$ cat config.mk
export PLATFORM = sky130hd
export DESIGN_NAME = wizard_top
export DESIGN_NICKNAME = d
export VERILOG_FILES = /design/src/rtl/wizard_top.sv
export SDC_FILE = /design/constraint.sdc
export NUM_CORES = 1
export LEC_CHECK = 0
export ABC_CLOCK_PERIOD_IN_PS = 3700
export CAP_MARGIN = 10
export CELL_PAD_IN_SITES_DETAIL_PLACEMENT = 1
export CELL_PAD_IN_SITES_GLOBAL_PLACEMENT = 1
export CORE_MARGIN = 8
export CORE_UTILIZATION = 25
export DETAILED_ROUTE_END_ITERATION = 10
export GPL_ROUTABILITY_DRIVEN = 0
export GPL_TIMING_DRIVEN = 1
export PLACE_DENSITY = 0.56
export SYNTH_ARGS = -nofsm -noshare
export SYNTH_HDL_FRONTEND = slang
export SYNTH_SLANG_ARGS = --single-unit
$ cat constraint.sdc
create_clock -name clk -period 3.7 [get_ports clk]
set_input_delay 0.74 -clock clk [delete_from_list [all_inputs] [get_ports clk]]
set_output_delay 0.74 -clock clk [all_outputs]
set_load 0.005 [all_outputs]
$ cat src/rtl/wizard_top.sv
// VGA timing generator with a colour-bar test pattern, a border and a moving white square.
// One pixel per clk; vgaData is registered, so it trails the counters by one cycle.
module wizard_top #(
    parameter int H_VISIBLE = 640,
    parameter int H_FRONT   = 16,
    parameter int H_SYNC    = 96,
    parameter int H_BACK    = 48,
    parameter int V_VISIBLE = 480,
    parameter int V_FRONT   = 10,
    parameter int V_SYNC    = 2,
    parameter int V_BACK    = 33
) (
    input  logic        clk,
    input  logic        reset,
    output logic [13:0] vgaData
);

    localparam int H_TOTAL = H_VISIBLE + H_FRONT + H_SYNC + H_BACK;
    localparam int V_TOTAL = V_VISIBLE + V_FRONT + V_SYNC + V_BACK;
    localparam int HW = ($clog2(H_TOTAL) > 10) ? $clog2(H_TOTAL) : 10;
    localparam int VW = ($clog2(V_TOTAL) > 10) ? $clog2(V_TOTAL) : 10;

    localparam logic [HW-1:0] H_MAX    = HW'(H_TOTAL - 1);
    localparam logic [HW-1:0] H_ACT    = HW'(H_VISIBLE);
    localparam logic [HW-1:0] H_LAST   = HW'(H_VISIBLE - 1);
    localparam logic [HW-1:0] HS_START = HW'(H_VISIBLE + H_FRONT);
    localparam logic [HW-1:0] HS_END   = HW'(H_VISIBLE + H_FRONT + H_SYNC);
    localparam logic [HW-1:0] BAR_W    = HW'(H_VISIBLE / 8);

    localparam logic [VW-1:0] V_MAX    = VW'(V_TOTAL - 1);
    localparam logic [VW-1:0] V_ACT    = VW'(V_VISIBLE);
    localparam logic [VW-1:0] V_LAST   = VW'(V_VISIBLE - 1);
    localparam logic [VW-1:0] VS_START = VW'(V_VISIBLE + V_FRONT);
    localparam logic [VW-1:0] VS_END   = VW'(V_VISIBLE + V_FRONT + V_SYNC);

    logic [HW-1:0] h_cnt;
    logic [VW-1:0] v_cnt;
    logic [7:0]    frame_cnt;
    logic          h_wrap;
    logic          v_wrap;

    logic          hsync_p0;
    logic          vsync_p0;
    logic          vld_p0;
    logic [11:0]   rgb_p0;
    logic [9:0]    sq_lo;
    logic [9:0]    sq_hi;
    logic          in_sq;
    logic          border;
    logic [2:0]    bar_idx;

    function automatic logic [11:0] bar_colour(input logic [2:0] idx);
        case (idx)
            3'd0:    bar_colour = 12'hFFF;
            3'd1:    bar_colour = 12'hFF0;
            3'd2:    bar_colour = 12'h0FF;
            3'd3:    bar_colour = 12'h0F0;
            3'd4:    bar_colour = 12'hF0F;
            3'd5:    bar_colour = 12'hF00;
            3'd6:    bar_colour = 12'h00F;
            default: bar_colour = 12'h000;
        endcase
    endfunction

    assign h_wrap = (h_cnt == H_MAX);
    assign v_wrap = (v_cnt == V_MAX);

    always_ff @(posedge clk) begin
        if (reset) begin
            h_cnt     <= '0;
            v_cnt     <= '0;
            frame_cnt <= '0;
        end else begin
            h_cnt <= h_wrap ? '0 : h_cnt + 1'b1;
            if (h_wrap) begin
                v_cnt <= v_wrap ? '0 : v_cnt + 1'b1;
                if (v_wrap) begin
                    frame_cnt <= frame_cnt + 8'd1;
                end
            end
        end
    end

    // ---- stage p0: pixel decode from the current counters ----
    always_comb begin
        hsync_p0 = ~((h_cnt >= HS_START) && (h_cnt < HS_END));
        vsync_p0 = ~((v_cnt >= VS_START) && (v_cnt < VS_END));
        vld_p0   = (h_cnt < H_ACT) && (v_cnt < V_ACT);
        // Square bounds stay in 10 bits so frame_cnt+31 never wraps back to the top-left.
        sq_lo    = {2'b00, frame_cnt};
        sq_hi    = sq_lo + 10'd31;
        in_sq    = (h_cnt >= HW'(sq_lo)) && (h_cnt <= HW'(sq_hi)) &&
                   (v_cnt >= VW'(sq_lo)) && (v_cnt <= VW'(sq_hi));
        border   = (h_cnt == '0) || (h_cnt == H_LAST) || (v_cnt == '0) || (v_cnt == V_LAST);
        bar_idx  = 3'(h_cnt / BAR_W);
        rgb_p0   = 12'h000;
        if (vld_p0) begin
            if (in_sq) begin
                rgb_p0 = 12'hFFF;
            end else if (border) begin
                rgb_p0 = 12'h888;
            end else begin
                rgb_p0 = bar_colour(bar_idx);
            end
        end
    end

    // ---- stage p1: registered output bus ----
    always_ff @(posedge clk) begin
        if (reset) begin
            vgaData <= 14'h3000;
        end else begin
            vgaData <= {hsync_p0, vsync_p0, rgb_p0};
        end
    end

endmodule

Yosys cells after proc, flatten, opt, wreduce, memory -nomap -nowiden:

Index checks and enable logic that the tools add are counted.

* input bits: 2
* word-level logic and storage cells: 52
* output and inout bits: 14
* register bits after elaboration: 42

* bitwise operators: 3
* divide/modulo/power cells: 1
* add/subtract/negate cells: 4
* reductions and logical operators: 15
* multiplexer cells: 4
* equality and inequality tests: 10
* magnitude comparators: 10

Operator list (number)
* case mux 12 bit (7 select lines): 1
* == test 10 bit, second input constant: 3
* 2-to-1 mux 12 bit: 2
* adder 10 x 1 -> 10 bit, second input constant: 2
* greater-or-equal comparator 10 x 8 -> 1 bit: 2
* <= comparator 10 x 9 -> 1 bit: 2
* logical NOT 10 bit: 2
* < comparator 10 bit, second input constant: 2
* < comparator 10 x 9 -> 1 bit, second input constant: 2
* divider 10 x 7 -> 10 bit, second input constant: 1
* == test 10 x 9 -> 1 bit, second input constant: 1
* greater-or-equal comparator 10 bit, second input constant: 1
* greater-or-equal comparator 10 x 9 -> 1 bit, second input constant: 1
* 2-to-1 mux 10 bit: 1
* adder 8 x 5 -> 9 bit, second input constant: 1
* == test 3 bit, second input constant: 3
* adder 8 x 1 -> 8 bit, second input constant: 1
* == test 3 x 2 -> 1 bit, second input constant: 2
* logical AND 1 bit: 6
* OR reduction 2 bit: 2
* == test 3 x 1 -> 1 bit, second input constant: 1
* logical NOT 3 bit: 1
* logical OR 1 bit: 3
* NOT 1 bit: 3
* AND reduction 2 bit: 1

Logic depth before layout (Yosys ltp):

* depth after elaboration: 6
* depth in mapped cells: 11
* mapped depth without buffers: 11

Least setup slack after synthesis:

OpenSTA, ideal clock, no wires.

* path kind: reg2reg
* start: register frame_cnt[0]
* end: register vgaData[11]
* library setup time: 78 ps
* data arrival time: 2198 ps
* cell stages (with the launch flop): 10
* period minus slack after synthesis: 2276 ps
* required time: 3622 ps
* buffers on the path: 0
* path slack: 1424 ps
* cell sequence: dfxtp_1 > inv_1 > ha_1 > nand3_1 > xnor2_1 > ha_1 > a21o_1 > a2111oi_0 > o2111ai_1 > o22ai_1

* longest elaborated chain between the ends: 6
* elaborated cells between the ends (all ways): 9
* classes of those cells: 1 x add/sub; 4 x order compare; 1 x mux; 3 x reduce/logical

RTL lines
* start, declared: RTL line 38 `logic [7:0] frame_cnt;`
* start signal, assigned: RTL line 78 `frame_cnt <= frame_cnt + 8'd1;`
* adder 8 x 5 -> 9 bit (*): RTL line 91 `sq_hi = sq_lo + 10'd31;`
* named net sq_hi[0]: RTL line 47 `logic [9:0] sq_hi;`
* <= comparator 10 x 9 -> 1 bit: RTL line 92 `in_sq = (h_cnt >= HW'(sq_lo)) && (h_cnt <= HW'(sq_hi)) &&`
* logical AND 1 bit (2 in series): RTL line 92
* logical AND 1 bit (*): RTL line 93 `(v_cnt >= VW'(sq_lo)) && (v_cnt <= VW'(sq_hi));`
* 2-to-1 mux 12 bit (*): RTL line 98 `if (in_sq) begin`
* end signal, assigned: RTL line 113 `vgaData <= {hsync_p0, vsync_p0, rgb_p0};`
* end, declared: RTL line 15 `output logic [13:0] vgaData`

The timed path passes the listed nets; every way through them passes the cells marked *.
A chain may end at the register's enable or synchronous reset.

Worst setup path after layout:

* start: register frame_cnt[0]
* end: register vgaData[3]

The elaborated chain is that of the path after synthesis.

==> results.txt <==
Status: finished clean
Synth top area share: 0.2530
Routed via count: 2423
Hold path endpoint: h_cnt[0]
Minimum period implied by the final worst setup slack: 2.897 ns
RSZ-0062 raised after global routing: false
Max Clock Freq: 345.2 MHz
Endpoints failing setup: 0
WHS Path Cells: 1
ANT cells: 0
Routed Antenna Nets: 0
Share of cells above drive strength 1: 0.05248
CP Capture Type: flop
Routed WL: 7901 um
Final Slew Violations: 0
Reg area: 720.7 sq um
Max Buffers Root-to-Sink: 2
Reg-to-Reg Start: frame_cnt[0]
Pre-CTS WS: 0.8229 ns
Synthesized area per cell: 8.330 sq um
Period utilization: 0.7830
Total GRT Usage: 0.1150
Flops & latches, synth: 36
Slew @ Worst Pin: 0.8685 ns
Netlist Area Pre-Place: 2849 sq um
GR Overflow Total: 0
Initial core utilization: 0.2527
Hold Buf Count CTS: 0
R2r endpoint: vgaData[3]
Setup total negative slack: 0 ns
Post_cts resized: 0
Post-synth EDFFs: 0
DR WL/cell: 16.26 um
Worst Setup Start Kind: flop
Layout area overhead: 12.21%
Leakage power: 0.001220 uW
TritonCTS Sinks: 36
# DRC: 0
Initial DRC count: 189
Core area: 11270 sq um
Most used cell along the critical path: ha_1
Cells on worst reg2reg path: 9
Die Ht: 122.8 um
Pwr dens: 277.5 nW/um^2
Clock Latency Late Sink: 0.28 ns
Area contributors post-synth: dfxtp_1 (25%), ha_1 (18%), xnor2_1 (6.1%)
CTS tree: built
Layout Skew: 0.005273 ns
Pin count of the biggest net entering global routing: 21
CP max stage delay: 0.48 ns
Setup slack after layout: 0.8028 ns
Warnings, synthesis: 0
Area leader, netlist: dfxtp_1
Vias/cell: 4.986
Post-CTS Setup Inserts: 0
Max Cap Violations: 0
Number of cell rows: 39
Critical Path, Cell by Cell: inv_1 -> ha_1 -> nand3_1 -> xnor2_1 -> ha_1 -> a21o_1 -> a2111oi_0 -> o2111ai_1 -> o22ai_1
R2R setup slack: 0.80 ns
Multi-input logic area: 1938 sq um
Final hold vios: 0
Max-slew headroom: 0.4129
Clock root cell: clkbuf_16
Syn nets: 385
HP Class: reg -> reg
Die W: 122.8 um
Async set-reset flop share out of synthesis: 0
Pre-antenna DRT Iters: 4
Data arrival time of the critical path: 3.10 ns
Final std cells w/o fill: 486
Maximum VDD drop: 0.1377 mV
H-tree depth: 2
Synth Instances: 342
CTS Buf Count: 5
Synth unique cells: 58
Most used DFF post-synth: dfxtp_1
Initial antenna violation count: 0
Reg clk slew, reported paths: 0.06 ns
Post-placement cell count: 479
Post-DP HPWL: 6086 um
Fillers: 1318
Vias in the first global route: 2554
I/O pin count: 16
First-pass GRT wire length: 13620 um
Die ar.: 15070 sq um
Post-synthesis sequential area ratio: 0.2530
Critical path class: reg -> reg
Hold path startpoint: h_cnt[0]
IO Port Bufs: 15
Slowest-stage cell, CP: dfxtp_1
Required time of the critical path: 3.90 ns
Worst-path fanout max: 6
Layout Nets: 386
==> power by group <==
group | switching [uW] | leakage [uW] | total (uW) | internal, uW
Clock | 165 | 0.0000667 | 410 | 245
Combinational | 30.4 | 0.000861 | 71.1 | 40.6
Sequential | 8.27 | 0.000293 | 406 | 398
==> cells in the mapped netlist (2+ instances only) <==
library cell  instances
nand3_1              10
and4_1                2
nor4b_1               3
dfxtp_1              36
nor2b_1               5
inv_1                18
buf_1                 2
o21ai_0              13
o32a_1                2
a211oi_1              3
nor3b_1               3
nor2_1               41
xnor2_1              20
o22ai_1               3
nand4_1              12
nand2_1              23
o2111ai_1             5
buf_4                 6
and3_1                6
or2_2                 2
and2_1                2
nand2b_1              3
a211o_1               2
buf_2                 8
ha_1                 41
a21o_1                5
nor4_4                3
o21a_1                2
a21oi_1               8
clkbuf_1              5
a21boi_0              2
xor2_1                7
nor4_1                4
nor3_1               11
==> cell type report <==
cell class                 count  area share
multi-input combinational    266      0.6063
tap                          143     0.05597
clock inverter                 1    0.001566
clock buffer                   6     0.04031
sequential                    36      0.2254
inverter                      18     0.02114
timing repair buffer          16     0.04931
==> flip-flops by register name, summed over array words and instances, names as in the netlist <==
signal and cells:
h_cnt 10, v_cnt 10, vgaData 8, frame_cnt 8
==> cells in the final DEF (no fill, tap or decap), types with 2 or more instances in the layout <==
| cell type | n |
|---|---|
| a21o_1 | 5 |
| and4_1 | 2 |
| o21a_1 | 2 |
| a21boi_0 | 2 |
| o21ai_0 | 13 |
| a21oi_1 | 8 |
| nand2b_1 | 3 |
| a211o_1 | 2 |
| nor2b_1 | 5 |
| and3_1 | 6 |
| and2_1 | 2 |
| o32a_1 | 2 |
| inv_1 | 18 |
| xnor2_1 | 20 |
| nor2_1 | 41 |
| nand2_1 | 23 |
| nand4_1 | 12 |
| a211oi_1 | 3 |
| dfxtp_1 | 36 |
| nor4b_1 | 3 |
| o2111ai_1 | 5 |
| xor2_1 | 7 |
| nor3b_1 | 3 |
| nor3_1 | 11 |
| clkdlybuf4s50_1 | 15 |
| nand3_1 | 10 |
| ha_1 | 41 |
| nor4_4 | 3 |
| clkbuf_16 | 5 |
| o22ai_1 | 3 |
| or2_2 | 2 |
| nor4_1 | 4 |
==> cells by family (layout without fill, tap and decap cells) <==
logic type | Yosys count | in the layout | synth area share
simple gates | 141 | 141 | 0.2762
compound gates | 54 | 54 | 0.1300
fa+ha+maj | 42 | 42 | 0.1836
buf+inv | 40 | 41 | 0.06675
flops | 36 | 36 | 0.2530
xor+xnor | 27 | 27 | 0.08301
mux | 2 | 2 | 0.007466
==> stage by stage <==
stage | total power (uW) | hold WS, ns | instance area, sq um | util
after floorplan | 454.4 | 0.4406 | 2849 | -
after global placement | 487.6 | 0.4703 | 3063 | 0.2717
after detailed placement | 488.4 | 0.4995 | 3063 | 0.2717
after CTS | 909.1 | 0.5138 | 3197 | 0.2836
after global routing | 934.5 | 0.5541 | 3197 | 0.2836
final | 887.1 | 0.4988 | 3197 | 0.2836
==> critical path, delay by kind of cell (launching register included) <==
kind	cells	cell delay, ns
compound gates	4	1.24
simple gates	1	0.10
buf+inv	1	0.21
flops	1	0.48
xor+xnor	1	0.18
fa+ha+maj	2	0.59
==> routing by layer <==
metal	GRT usage	wire (um)	vias to the layer above	part of all wire
met5	0	0	-	0
met4	0.03960	136	0	0.017
met3	0.02070	226	8	0.029
met2	0.1903	3800	20	0.48
met1	0.1468	3738	1172	0.47
li1	-	-	1223	-
==> worst max-delay path by stage <==
stage | startpoint | to | slack [ns]
2_1_floorplan | frame_cnt[0] | vgaData[11] | 1.42
3_3_place_gp | frame_cnt[0] | vgaData[3] | 0.71
3_5_place_dp | frame_cnt[0] | vgaData[3] | 0.82
4_1_cts | frame_cnt[0] | vgaData[3] | 0.79
5_1_grt | frame_cnt[0] | vgaData[3] | 0.54
6_report | frame_cnt[0] | vgaData[3] | 0.80
Note: power is estimated with default switching activity, not from simulation.
